$ cat src/rtl/i2c_master_arbiter_if.sv
// Handshake bundle between NUM_REQ requesters, the arbiter and one I2C byte-write master.
// The master modport is the arbiter's view; slave is the environment's view.
interface i2c_master_arbiter_if #(
  parameter int NUM_REQ = 4
) ();
  logic [NUM_REQ-1:0]   req_valid;
  logic [7*NUM_REQ-1:0] req_addr;
  logic [8*NUM_REQ-1:0] req_data;
  logic [NUM_REQ-1:0]   req_ack;
  logic [NUM_REQ-1:0]   req_done;
  logic [NUM_REQ-1:0]   req_err;
  logic                 m_start;
  logic [6:0]           m_addr;
  logic [7:0]           m_data;
  logic                 m_ready;

  modport master (
    input  req_valid, req_addr, req_data, m_ready,
    output req_ack, req_done, req_err, m_start, m_addr, m_data
  );

  modport slave (
    output req_valid, req_addr, req_data, m_ready,
    input  req_ack, req_done, req_err, m_start, m_addr, m_data
  );
endinterface

$ cat src/rtl/i2c_master_arbiter.sv
// Round-robin arbiter sharing one I2C byte-write master between NUM_REQ requesters,
// with a per-transaction watchdog that converts a stalled master into an error pulse.
module i2c_master_arbiter #(
  parameter int   NUM_REQ        = 4,
  parameter int   TIMEOUT_CYCLES = 65535,
  localparam int  RW             = $clog2(NUM_REQ)
) (
  input  logic                  clk,
  input  logic                  reset,
  i2c_master_arbiter_if.master  bus,
  output logic                  busy,
  output logic [RW-1:0]         owner
);
  localparam int            WW     = $clog2(TIMEOUT_CYCLES + 1);
  localparam logic [WW-1:0] WD_MAX = WW'(TIMEOUT_CYCLES);

  localparam logic [1:0] IDLE      = 2'd0;
  localparam logic [1:0] ISSUE     = 2'd1;
  localparam logic [1:0] WAIT_BUSY = 2'd2;
  localparam logic [1:0] WAIT_DONE = 2'd3;

  logic [1:0]         state_q, state_d;
  logic [WW-1:0]      wd_q, wd_d, wd_inc;
  logic [RW-1:0]      owner_q, owner_d;
  logic [RW-1:0]      last_grant_q, last_grant_d;
  logic [6:0]         m_addr_q, m_addr_d;
  logic [7:0]         m_data_q, m_data_d;
  logic               m_start_q, m_start_d;
  logic [NUM_REQ-1:0] done_q, done_d;
  logic [NUM_REQ-1:0] err_q, err_d;

  logic [RW-1:0]      winner, idx;
  logic               found, grant;
  logic [6:0]         sel_addr;
  logic [7:0]         sel_data;
  logic [NUM_REQ-1:0] winner_hot, owner_hot;

  // Search from the requester after the last one served, wrapping once round.
  always_comb begin
    found  = 1'b0;
    winner = '0;
    idx    = '0;
    for (int i = 1; i <= NUM_REQ; i++) begin
      idx = RW'((int'(last_grant_q) + i) % NUM_REQ);
      if (!found && bus.req_valid[idx]) begin
        found  = 1'b1;
        winner = idx;
      end
    end
  end

  always_comb begin
    sel_addr   = '0;
    sel_data   = '0;
    winner_hot = '0;
    owner_hot  = '0;
    for (int i = 0; i < NUM_REQ; i++) begin
      if (RW'(i) == winner) begin
        sel_addr      = bus.req_addr[7*i +: 7];
        sel_data      = bus.req_data[8*i +: 8];
        winner_hot[i] = 1'b1;
      end
      if (RW'(i) == owner_q) begin
        owner_hot[i] = 1'b1;
      end
    end
  end

  // No grant while a done/err pulse is out, so IDLE always lasts at least one cycle.
  assign grant  = reset && (state_q == IDLE) && bus.m_ready && found &&
                  (done_q == '0) && (err_q == '0);
  assign wd_inc = (wd_q == WD_MAX) ? wd_q : wd_q + WW'(1);

  always_comb begin
    state_d      = state_q;
    wd_d         = wd_q;
    owner_d      = owner_q;
    last_grant_d = last_grant_q;
    m_addr_d     = m_addr_q;
    m_data_d     = m_data_q;
    m_start_d    = 1'b0;
    done_d       = '0;
    err_d        = '0;
    case (state_q)
      IDLE: begin
        if (grant) begin
          state_d   = ISSUE;
          owner_d   = winner;
          m_addr_d  = sel_addr;
          m_data_d  = sel_data;
          m_start_d = 1'b1;
        end
      end
      ISSUE: begin
        wd_d    = '0;
        state_d = WAIT_BUSY;
      end
      WAIT_BUSY, WAIT_DONE: begin
        wd_d = wd_inc;
        // A completion or acceptance in the expiry cycle still counts as on time.
        if (state_q == WAIT_DONE && bus.m_ready) begin
          done_d       = owner_hot;
          last_grant_d = owner_q;
          state_d      = IDLE;
        end else if (state_q == WAIT_BUSY && !bus.m_ready) begin
          state_d = WAIT_DONE;
        end else if (wd_inc == WD_MAX) begin
          err_d        = owner_hot;
          last_grant_d = owner_q;
          state_d      = IDLE;
        end
      end
      default: state_d = IDLE;
    endcase
  end

  always_ff @(posedge clk) begin
    if (!reset) begin
      state_q      <= IDLE;
      wd_q         <= '0;
      owner_q      <= '0;
      last_grant_q <= RW'(NUM_REQ - 1);
      m_addr_q     <= '0;
      m_data_q     <= '0;
      m_start_q    <= 1'b0;
      done_q       <= '0;
      err_q        <= '0;
    end else begin
      state_q      <= state_d;
      wd_q         <= wd_d;
      owner_q      <= owner_d;
      last_grant_q <= last_grant_d;
      m_addr_q     <= m_addr_d;
      m_data_q     <= m_data_d;
      m_start_q    <= m_start_d;
      done_q       <= done_d;
      err_q        <= err_d;
    end
  end

  assign bus.req_ack  = grant ? winner_hot : '0;
  assign bus.req_done = done_q;
  assign bus.req_err  = err_q;
  assign bus.m_start  = m_start_q;
  assign bus.m_addr   = m_addr_q;
  assign bus.m_data   = m_data_q;
  assign busy         = (state_q != IDLE);
  assign owner        = owner_q;
endmodule

$ cat src/flat_wrapper.sv
// flat-port wrapper written by rule: the top's interface ports become plain ports
module i2c_master_arbiter_flat 
#(
  parameter int   NUM_REQ        = 4,
  parameter int   TIMEOUT_CYCLES = 65535,
  localparam int  RW             = $clog2(NUM_REQ)
)
  (clk, reset, busy, owner, bus_req_valid, bus_req_addr, bus_req_data, bus_m_ready, bus_req_ack, bus_req_done, bus_req_err, bus_m_start, bus_m_addr, bus_m_data);
  i2c_master_arbiter_if #(.NUM_REQ(NUM_REQ)) bus_i ();
  input  logic clk;
  input  logic reset;
  output logic busy;
  output logic [RW-1:0] owner;
  input wire logic [$bits(bus_i.req_valid)-1:0] bus_req_valid;
  input wire logic [$bits(bus_i.req_addr)-1:0] bus_req_addr;
  input wire logic [$bits(bus_i.req_data)-1:0] bus_req_data;
  input wire logic [$bits(bus_i.m_ready)-1:0] bus_m_ready;
  output wire logic [$bits(bus_i.req_ack)-1:0] bus_req_ack;
  output wire logic [$bits(bus_i.req_done)-1:0] bus_req_done;
  output wire logic [$bits(bus_i.req_err)-1:0] bus_req_err;
  output wire logic [$bits(bus_i.m_start)-1:0] bus_m_start;
  output wire logic [$bits(bus_i.m_addr)-1:0] bus_m_addr;
  output wire logic [$bits(bus_i.m_data)-1:0] bus_m_data;
  assign bus_i.req_valid = bus_req_valid;
  assign bus_i.req_addr = bus_req_addr;
  assign bus_i.req_data = bus_req_data;
  assign bus_i.m_ready = bus_m_ready;
  assign bus_req_ack = bus_i.req_ack;
  assign bus_req_done = bus_i.req_done;
  assign bus_req_err = bus_i.req_err;
  assign bus_m_start = bus_i.m_start;
  assign bus_m_addr = bus_i.m_addr;
  assign bus_m_data = bus_i.m_data;
  i2c_master_arbiter #(.NUM_REQ(NUM_REQ), .TIMEOUT_CYCLES(TIMEOUT_CYCLES)) u_core (.clk(clk), .reset(reset), .bus(bus_i), .busy(busy), .owner(owner));
endmodule
$ cat config.mk
export PLATFORM = sky130hd
export DESIGN_NAME = i2c_master_arbiter_flat
export DESIGN_NICKNAME = d
export VERILOG_FILES = /design/src/rtl/i2c_master_arbiter_if.sv /design/src/rtl/i2c_master_arbiter.sv /design/src/flat_wrapper.sv
export SDC_FILE = /design/constraint.sdc
export NUM_CORES = 1
export LEC_CHECK = 0
export BUFFER_PORTS_ARGS = -buffer_cell sky130_fd_sc_hd__buf_4
export CORE_UTILIZATION = 50
export DETAILED_ROUTE_END_ITERATION = 7
export PLACE_DENSITY = 0.84
export SLEW_MARGIN = 0
export SYNTH_ARGS = -nofsm -noshare
export SYNTH_HDL_FRONTEND = slang
export SYNTH_SLANG_ARGS = --single-unit
$ cat constraint.sdc
create_clock -name clk -period 5.2 [get_ports clk]
set_input_delay 0.52 -clock clk [delete_from_list [all_inputs] [get_ports clk]]
set_output_delay 0.52 -clock clk [all_outputs]
set_load 0.02 [all_outputs]
==> flow_summary_export.csv, run 1 <==
group,metric,value,unit
status,status,"finished clean",
pwr,p_leak,1.46,nW
clock_tree,cts_tree,"done",
layout,antennaDiodeCount,0,
synth,ys.flop_type,"dfxtp_1",
synth,synth_seq_cells,46,
min_path,hold_path.class,"input pin to flop",
timing,setup_ws,1.15,ns
layout,post-route-util,0.651,
clock_tree,cts_hold_buf,0,
synth,syn_area,2910,um^2
routing,drt_iter0_markers,271,
min_path,hold_start,"reset",
timing,hold_viol_final,0,
global_route,grt_pass1_wl,13700,um
synth,syn_inst,354,
critical_path,crit_type,"flop to primary output",
pwr,power_density,209,nW/um^2
critical_path,crit_path_start,"u_core.state_q[1]$_SDFFE_PN0P_",
synth,async_flop_share,0,
critical_path,worstPathRequired,4.68,ns
job,maxCapViolCount,0,
routing,routed_wl,8440,um
timing,fin_crit,4.05,ns
critical_path,cp-start-kind,"flop",
pwr,irDropWorstVdd,125,uV
floorplan,dieWidth,78.3,um
critical_path,crit_path_end_kind,"primary output",
synth,syn_avg_cell_area,8.22,um^2
timing,finalMaxSlewViolations,0,
timing,holdWs,0.445,ns
layout,layout.nets,498,
timing,max_freq,247,MHz
routing,viasPerCell,6.17,
synth,yosysSeqAreaShare,0.316,
clock_tree,insertion_delay,0.31,ns
routing,drc,0,
layout,drive_above_1_share,0.290,
timing,maxSlewHeadroom,0.318,
pwr,total_power,0.759,mW
floorplan,dieArea,6130,um^2
critical_path,cp_max_fo,22,
synth,synthTopCellsByArea,"dfxtp_1 32%, mux2i_1 5.5%, a22oi_1 5.4%",
global_route,grt_overflow_total,0,
timing,clock_skew,0.00702,ns
timing,fin_crit_sh,0.779,
clock_tree,cts_buffers,5,
routing,wl_per_cell,16.8,um
layout,area_growth_syn_to_layout,24.8,%
layout,nFillCells,483,
synth,synth_edf_count,0,
placement,dp_cells,495,
clock_tree,cts_buffer_depth,2,
global_route,grt_max_degree,35,
placement,placedInstanceArea,3540,um^2
floorplan,start_util,0.522,
synth,synth.top_cell.area_share,0.316,
synth,synthDistinctLibCells,57,
floorplan,rows,27,
routing,vias,3101,
clock_tree,postCtsSetupBuffers,0,
timing,finalSetupViolCount,0,
synth,synth_top_area_cell,"dfxtp_1",
critical_path,crit_arrival,3.53,ns
global_route,grt_pass1_vias,2955,
clock_tree,path_clk_slew,0.09,ns
placement,port-buffer-count,97,
synth,synth_most_common_cell,"dfxtp_1",
floorplan,die_h,78.3,um
clock_tree,clock-root-buffer,"clkbuf_8",
clock_tree,h-tree-depth,2,
placement,place.gp.congestion,0.927,
floorplan,pin_count,98,
timing,tightest_slew,1.02,ns
synth,synth_nets,422,
critical_path,timing.rr.start,"u_core.state_q[1]$_SDFFE_PN0P_",
layout,fin_cells,503,
synth,yosys_warnings,0,
global_route,antenna_found_initial,0,
placement,pre_cts_ws,1.43,ns
global_route,gr-usage-all-layers,0.283,
placement,post-dp-hpwl,6310,um
clock_tree,cts_sinks,46,
clock_tree,cts_resized,0,
layout,fin_area,3630,um^2
timing,grt_setup_unrepaired,"no",
floorplan,coreArea,5570,um^2
timing,setup_tns,0,ns
routing,detail-route-antenna-nets,0,
routing,firstDrtPassIters,5,
synth,synth_commonest_cells,"46 x dfxtp_1, 31 x nor2_1, 30 x a21oi_1",
==> metal layers <==
metal | vias to the layer above | routed length, um | GRT usage | part of all wire
li1 | 1481 | - | - | -
met1 | 1460 | 3650 | 0.352 | 0.43
met2 | 148 | 4150 | 0.483 | 0.49
met3 | 12 | 521 | 0.0616 | 0.062
met4 | 0 | 119 | 0.0926 | 0.014
met5 | - | 0 | 0 | 0
==> registers in the layout, indices dropped and copies added, names as in the netlist <==
register and flops:
u_core.bus.m_addr 7, u_core.bus.m_data 8, u_core.bus.m_start 1, u_core.bus.req_done 4, u_core.bus.req_err 4, u_core.last_grant_q 2, u_core.owner 2, u_core.state_q 2
u_core.wd_q 16
==> path summary, 6_finish.rpt <==
check	endpoint	slack [ns]	cells after the start
max	bus_req_ack[3]	1.15	8
min	u_core.last_grant_q[0]$_SDFFE_PN1P_	0.44	2
max reg2reg	u_core.bus.m_addr[2]$_SDFFE_PN0P_	1.70	9
min reg2reg	u_core.bus.m_data[1]$_SDFFE_PN0P_	0.58	2
==> layout make-up <==
cell class                 instances  area (um^2)  share of cell area
timing repair buffer             101          758               0.209
clock buffer                       5         68.8              0.0190
multi-input combinational        266         1730               0.477
tap                               72         90.1              0.0248
clock inverter                     3         23.8             0.00655
inverter                          10         37.5              0.0103
sequential                        46          921               0.254
==> layout by cell type (no fill, tap or decap), types with 3 or more instances in the layout <==
cell,synthesis,final
and4_2,3,3
a31oi_1,8,8
inv_1,9,9
nand3_1,14,14
o31ai_1,4,4
nor3_1,8,8
xor2_1,3,3
a21oi_1,30,30
o2bb2ai_1,15,15
mux2i_1,16,16
o21ai_0,9,9
nand2_1,26,26
clkbuf_8,5,5
o2111ai_1,3,3
nand4_1,14,14
dfxtp_1,46,46
xnor2_1,3,3
and3_1,7,7
nor2_1,31,30
o211ai_1,3,3
nor4_1,5,5
a22oi_1,21,21
nand2b_1,3,3
buf_4,2,101
==> power breakdown <==
part / switching, mW / internal, mW
combinational: 0.0790 / 0.0746
clock: 0.132 / 0.0962
sequential: 0.0148 / 0.362
==> kinds of logic (layout without fill, tap and decap cells) <==
| kind of cell | Yosys count | after routing | share of synthesized area |
|---|---|---|---|
| flip-flops | 46 | 46 | 0.316 |
| adder cells (fa/ha/maj) | 3 | 3 | 0.0112 |
| AO/OA/AOI/OAI | 107 | 107 | 0.252 |
| XOR/XNOR | 6 | 6 | 0.0181 |
| buffers and inverters | 42 | 119 | 0.0894 |
| AND/OR/NAND/NOR | 133 | 133 | 0.255 |
| multiplexers | 17 | 17 | 0.0589 |
==> worst max-delay path, stage by stage, from the launching register on <==
cell	delay (ns)
dfxtp_1	0.85
nor2_1	0.40
inv_1	0.17
nor3_1	0.06
nand4_1	0.14
buf_4	0.26
clkinv_1	0.48
and3_1	0.60
buf_4	0.26
Power figures use the tool's default switching activity.
==> run 2, diff against run 1 <==
==> constraint.sdc (replaced) <==
create_clock -name clk -period 4 [get_ports clk]
set_input_delay 0.4 -clock clk [delete_from_list [all_inputs] [get_ports clk]]
set_output_delay 0.4 -clock clk [all_outputs]
set_load 0.02 [all_outputs]
==> run 2 against run 1 <==
Net effect: utilization up 0.99 points; global-route usage is 0.78 points lower; combinational power up 34%; hold slack worse by 0.11 ns; via count up 0.29%; flip-flop and latch count is the same; routed wire length decreased by 1.1%; critical path type unchanged; critical endpoint unchanged; largest cell class unchanged; highest routed layer unchanged.
==> flow_summary_export.csv, run 2 (synthesis results as in run 1) <==
group,metric,value,unit
critical_path,ff2ff_path_depth,8,
timing,tightest_slew,0.864,ns
timing,grt_setup_unrepaired,"no",
floorplan,dieArea,6130,um^2
floorplan,dieWidth,78.3,um
timing,fin_crit,3.22,ns
critical_path,cp_top_family,"simple AND/OR/NAND/NOR gates",
clock_tree,cts_buffer_depth,2,
layout,fin_cells,508,
critical_path,slowest_delay,0.66,ns
floorplan,coreArea,5570,um^2
critical_path,crit_buf_inv,5,
timing,maxSlewHeadroom,0.419,
pwr,total_power,1.04,mW
critical_path,crit_arrival,2.82,ns
routing,drc,0,
pwr,p_sw_frac,0.271,
floorplan,rows,27,
timing,finalSetupViolCount,0,
layout,fin_area,3690,um^2
clock_tree,cts_sinks,46,
pwr,p_seq_frac,0.466,
floorplan,die_h,78.3,um
pwr,p_comb_frac,0.199,
layout,antennaDiodeCount,0,
floorplan,start_util,0.522,
clock_tree,postCtsSetupBuffers,0,
critical_path,cp_max_fo,19,
timing,clock_skew,0.00876,ns
critical_path,critPathSlowestCell,"nor2_1",
global_route,grt_overflow_total,0,
routing,firstDrtPassIters,5,
clock_tree,path_clk_slew,0.09,ns
timing,holdWs,0.339,ns
clock_tree,cts_tree,"done",
critical_path,worstPathRequired,3.60,ns
pwr,p_leak,1.50,nW
layout,post-route-util,0.661,
clock_tree,cts_hold_buf,0,
clock_tree,cts_resized,0,
layout,layout_commonest_cell,"buf_4",
placement,port-buffer-count,97,
min_path,min_path_cells,2,
routing,drt_iter0_markers,213,
placement,place.gp.congestion,0.940,
timing,max_freq,311,MHz
routing,viasPerCell,6.12,
critical_path,crit_cells,9,
placement,post-dp-hpwl,6210,um
pwr,irDropWorstVdd,152,uV
min_path,hold_path.class,"input pin to flop",
timing,setup_ws,0.785,ns
routing,detail-route-antenna-nets,0,
status,status,"finished clean",
placement,placedInstanceArea,3580,um^2
clock_tree,h-tree-depth,2,
critical_path,crit_path_end_kind,"primary output",
routing,vias,3110,
layout,drive_above_1_share,0.296,
routing,routed_wl,8350,um
global_route,gr-usage-all-layers,0.275,
placement,dp_cells,500,
pwr,p_sw,0.281,mW
floorplan,pin_count,98,
critical_path,path_cells,"nor2_1 -> inv_1 -> nor3_1 -> nand4_1 -> clkinv_1 -> buf_4 -> and3_1 -> buf_4 -> buf_4",
timing,hold_viol_final,0,
global_route,grt_pass1_vias,2830,
timing,setup_tns,0,ns
global_route,antenna_found_initial,0,
clock_tree,cts_buffers,5,
clock_tree,clock-root-buffer,"clkbuf_8",
routing,wl_per_cell,16.4,um
layout,regMostFlops,"u_core.wd_q",
pwr,power_density,282,nW/um^2
layout,largest_register_ffs,16,
global_route,grt_max_degree,34,
pwr,clock_power_share,0.335,
timing,fin_crit_sh,0.804,
layout,most-common-layout-cells,"106 x buf_4, 46 x dfxtp_1, 30 x nor2_1, 30 x a21oi_1, 26 x nand2_1",
global_route,grt_pass1_wl,13500,um
critical_path,crit_type,"flop to primary output",
job,maxCapViolCount,0,
clock_tree,insertion_delay,0.30,ns
placement,pre_cts_ws,0.869,ns
layout,layout.nets,503,
critical_path,path_common_cell,"buf_4",
pwr,p_int,0.758,mW
critical_path,cp-start-kind,"flop",
timing,finalMaxSlewViolations,0,
layout,area_growth_syn_to_layout,26.7,%
-- run 2: cell type report --
class	count	area, um^2
multi-input combinational	266	1730
timing repair buffer	106	796
sequential	46	921
tap	72	90.1
clock buffer	6	72.6
fill	494	1890
clock inverter	2	37.5
inverter	10	37.5
-- run 2: final timing paths --
| check | end | start | slack [ns] |
|---|---|---|---|
| min | u_core.last_grant_q[1]$_SDFFE_PN1P_ | reset | 0.34 |
| max reg2reg | u_core.bus.req_err[3]$_SDFF_PP0_ | u_core.wd_q[0]$_SDFFE_PN0P_ | 0.79 |
| max | bus_req_ack[3] | u_core.state_q[0]$_SDFFE_PN0P_ | 0.78 |
| min reg2reg | u_core.last_grant_q[0]$_SDFFE_PN1P_ | u_core.last_grant_q[0]$_SDFFE_PN1P_ | 0.57 |
-- run 2: worst reg2reg max path: cells and delay by family, from the launching register on --
family	cells	cell delay, ns
adder cells (fa/ha/maj)	2	0.74
buffers and inverters	1	0.18
flip-flops	1	0.49
AND/OR/NAND/NOR	5	1.74
-- run 2: per-layer routing --
layer	track usage	routed length [um]	vias up
met1	0.346	3520	1462
met4	0.0593	72	0
met2	0.483	4200	142
li1	-	-	1497
met3	0.0558	553	9
met5	0	0	-
-- run 2: power groups by stage --
| stage | registers (mW) | clock network (mW) | logic, mW |
|---|---|---|---|
| floorplan | 0.503 | 0 | 0.0990 |
| global placement | 0.494 | 0 | 0.202 |
| detailed placement | 0.495 | 0 | 0.206 |
| CTS | 0.485 | 0.352 | 0.207 |
| global route | 0.487 | 0.370 | 0.223 |
| finish | 0.485 | 0.348 | 0.207 |
==> run 3, diff against run 2 <==
==> constraint.sdc (replaced) <==
create_clock -name clk -period 3 [get_ports clk]
set_input_delay 0.3 -clock clk [delete_from_list [all_inputs] [get_ports clk]]
set_output_delay 0.3 -clock clk [all_outputs]
set_load 0.02 [all_outputs]
==> run 3 against run 2 <==
Net effect: total power rose by 35%; flip-flop and latch count stayed put; clock power increased by 37%; sequential power grew 33%; count of clock-buffer cells in the layout fell by 1; utilization grew 1.8 points; via count up 2.4%; critical endpoint is now u_core.bus.req_err[0]$_SDFF_PP0_; largest cell class unchanged.
==> flow_summary_export.csv, run 3 (synthesis results as in run 1) <==
group,metric,value,unit
routing,wl_per_cell,16.4,um
routing,drc,0,
timing,fin_crit,2.85,ns
floorplan,start_util,0.522,
min_path,hold_start,"reset",
placement,port-buffer-count,97,
min_path,min_path_cells,2,
routing,firstDrtPassIters,5,
critical_path,worstPathRequired,3.24,ns
routing,viasPerCell,6.12,
layout,regMostFlops,"u_core.wd_q",
job,maxCapViolCount,0,
placement,post-dp-hpwl,6470,um
clock_tree,cts_buffers,5,
layout,drive_above_1_share,0.321,
floorplan,dieWidth,78.3,um
layout,post-route-util,0.680,
layout,layout_commonest_cell,"buf_4",
critical_path,crit_arrival,3.09,ns
clock_tree,path_clk_slew,0.09,ns
timing,setup_tns,0,ns
pwr,p_leak,1.57,nW
critical_path,cp-start-kind,"flop",
clock_tree,cts_tree,"done",
floorplan,rows,27,
clock_tree,cts_buffer_depth,2,
global_route,grt_max_degree,34,
global_route,gr-usage-all-layers,0.293,
timing,clock_skew,0.00394,ns
critical_path,timing.rr.start,"u_core.wd_q[1]$_SDFFE_PN0P_",
critical_path,reg2reg_slack,0.15,ns
routing,vias,3186,
timing,tightest_slew,0.601,ns
routing,drt-met1-wl,3450,um
layout,most-common-layout-cells,"119 x buf_4, 46 x dfxtp_1, 30 x nor2_1, 30 x a21oi_1, 26 x nand2_1",
routing,detail-route-antenna-nets,0,
critical_path,crit_type,"flop to flop",
routing,top_layer_used,"met4",
placement,place.gp.congestion,0.962,
layout,antennaDiodeCount,0,
timing,finalSetupViolCount,0,
status,status,"finished clean",
global_route,antenna_found_initial,0,
timing,hold_viol_final,0,
floorplan,coreArea,5570,um^2
routing,dr_wl_met2,4270,um
clock_tree,cts_sinks,46,
layout,largest_register_ffs,16,
critical_path,rr_endpoint,"u_core.bus.req_err[0]$_SDFF_PP0_",
clock_tree,clock-root-buffer,"clkbuf_8",
pwr,power_density,371,nW/um^2
clock_tree,insertion_delay,0.30,ns
timing,max_freq,351,MHz
min_path,hold_path.class,"input pin to flop",
layout,layout.nets,516,
critical_path,ff2ff_path_depth,8,
floorplan,pin_count,98,
timing,maxSlewHeadroom,0.589,
min_path,hold_end,"u_core.last_grant_q[1]$_SDFFE_PN1P_",
timing,fin_crit_sh,0.951,
pwr,irDropWorstVdd,249,uV
floorplan,die_h,78.3,um
routing,routed_wl,8520,um
layout,area_growth_syn_to_layout,30.2,%
critical_path,crit_path_end_kind,"flop",
critical_path,cp_max_fo,8,
floorplan,dieArea,6130,um^2
global_route,grt_overflow_total,0,
timing,grt_setup_unrepaired,"no",
global_route,grt_pass1_wl,14400,um
clock_tree,postCtsSetupBuffers,0,
global_route,grt_pass1_vias,3118,
routing,met3_length,631,um
clock_tree,h-tree-depth,2,
timing,finalMaxSlewViolations,0,
routing,drt_iter0_markers,211,
## run 3: stage by stage
step | hold slack, ns | instance area [um^2] | instances | power (mW) | setup WS (ns)
2_1_floorplan | 0.492 | 2910 | 354 | 0.803 | 0.383
3_3_place_gp | 0.533 | 3670 | 513 | 0.935 | 0.224
3_5_place_dp | 0.550 | 3670 | 513 | 0.941 | 0.166
4_1_cts | 0.231 | 3790 | 521 | 1.41 | 0.142
5_1_grt | 0.243 | 3790 | 521 | 1.47 | 0.000999
6_report | 0.236 | 3790 | 521 | 1.41 | 0.148
## run 3: routing by layer
layer | up-vias | global-route usage
met2 | 149 | 0.504
met3 | 15 | 0.0547
met1 | 1496 | 0.359
met5 | - | 0
met4 | 0 | 0.120
li1 | 1526 | -
## run 3: power breakdown
group | switching (mW) | internal (mW)
registers | 0.0168 | 0.628
logic | 0.145 | 0.139
clock network | 0.227 | 0.250
## run 3: critical path: stages (launching register included)
cell	delay, ns
dfxtp_1	0.46
ha_2	0.27
nand4_1	0.13
or4_4	0.45
a31oi_1	0.15
nand4_1	0.12
or4_1	0.57
or4_4	0.53
nor3_2	0.12
## run 3: timing repair
| action | in CTS | in global routing |
|---|---|---|
| hold buffers | 0 | 0 |
| hold endpoints to repair | 0 | 0 |
| setup endpoints to repair | 0 | 3 |
| gates resized for setup | 0 | 2 |
## run 3: worst max path at each step
stage                                      from                                to  slack, ns  cells after the start
CTS                 u_core.wd_q[1]$_SDFFE_PN0P_  u_core.bus.req_err[0]$_SDFF_PP0_       0.14                      8
global route        u_core.wd_q[1]$_SDFFE_PN0P_  u_core.bus.req_err[0]$_SDFF_PP0_      0.001                      8
floorplan           u_core.wd_q[1]$_SDFFE_PN0P_  u_core.bus.req_err[0]$_SDFF_PP0_       0.38                      8
detailed placement  u_core.wd_q[1]$_SDFFE_PN0P_  u_core.bus.req_err[1]$_SDFF_PP0_       0.17                      8
global placement    u_core.wd_q[1]$_SDFFE_PN0P_  u_core.bus.req_err[0]$_SDFF_PP0_       0.22                      8
finish              u_core.wd_q[1]$_SDFFE_PN0P_  u_core.bus.req_err[0]$_SDFF_PP0_       0.15                      8
## run 3: layout make-up
cell class	count	area, um^2
Multi-Input combinational cell	266	1730
Clock inverter	3	43.8
Timing Repair Buffer	119	893
Inverter	10	37.5
Clock buffer	5	68.8
Tap cell	72	90.1
Fill cell	459	1790
Sequential cell	46	921
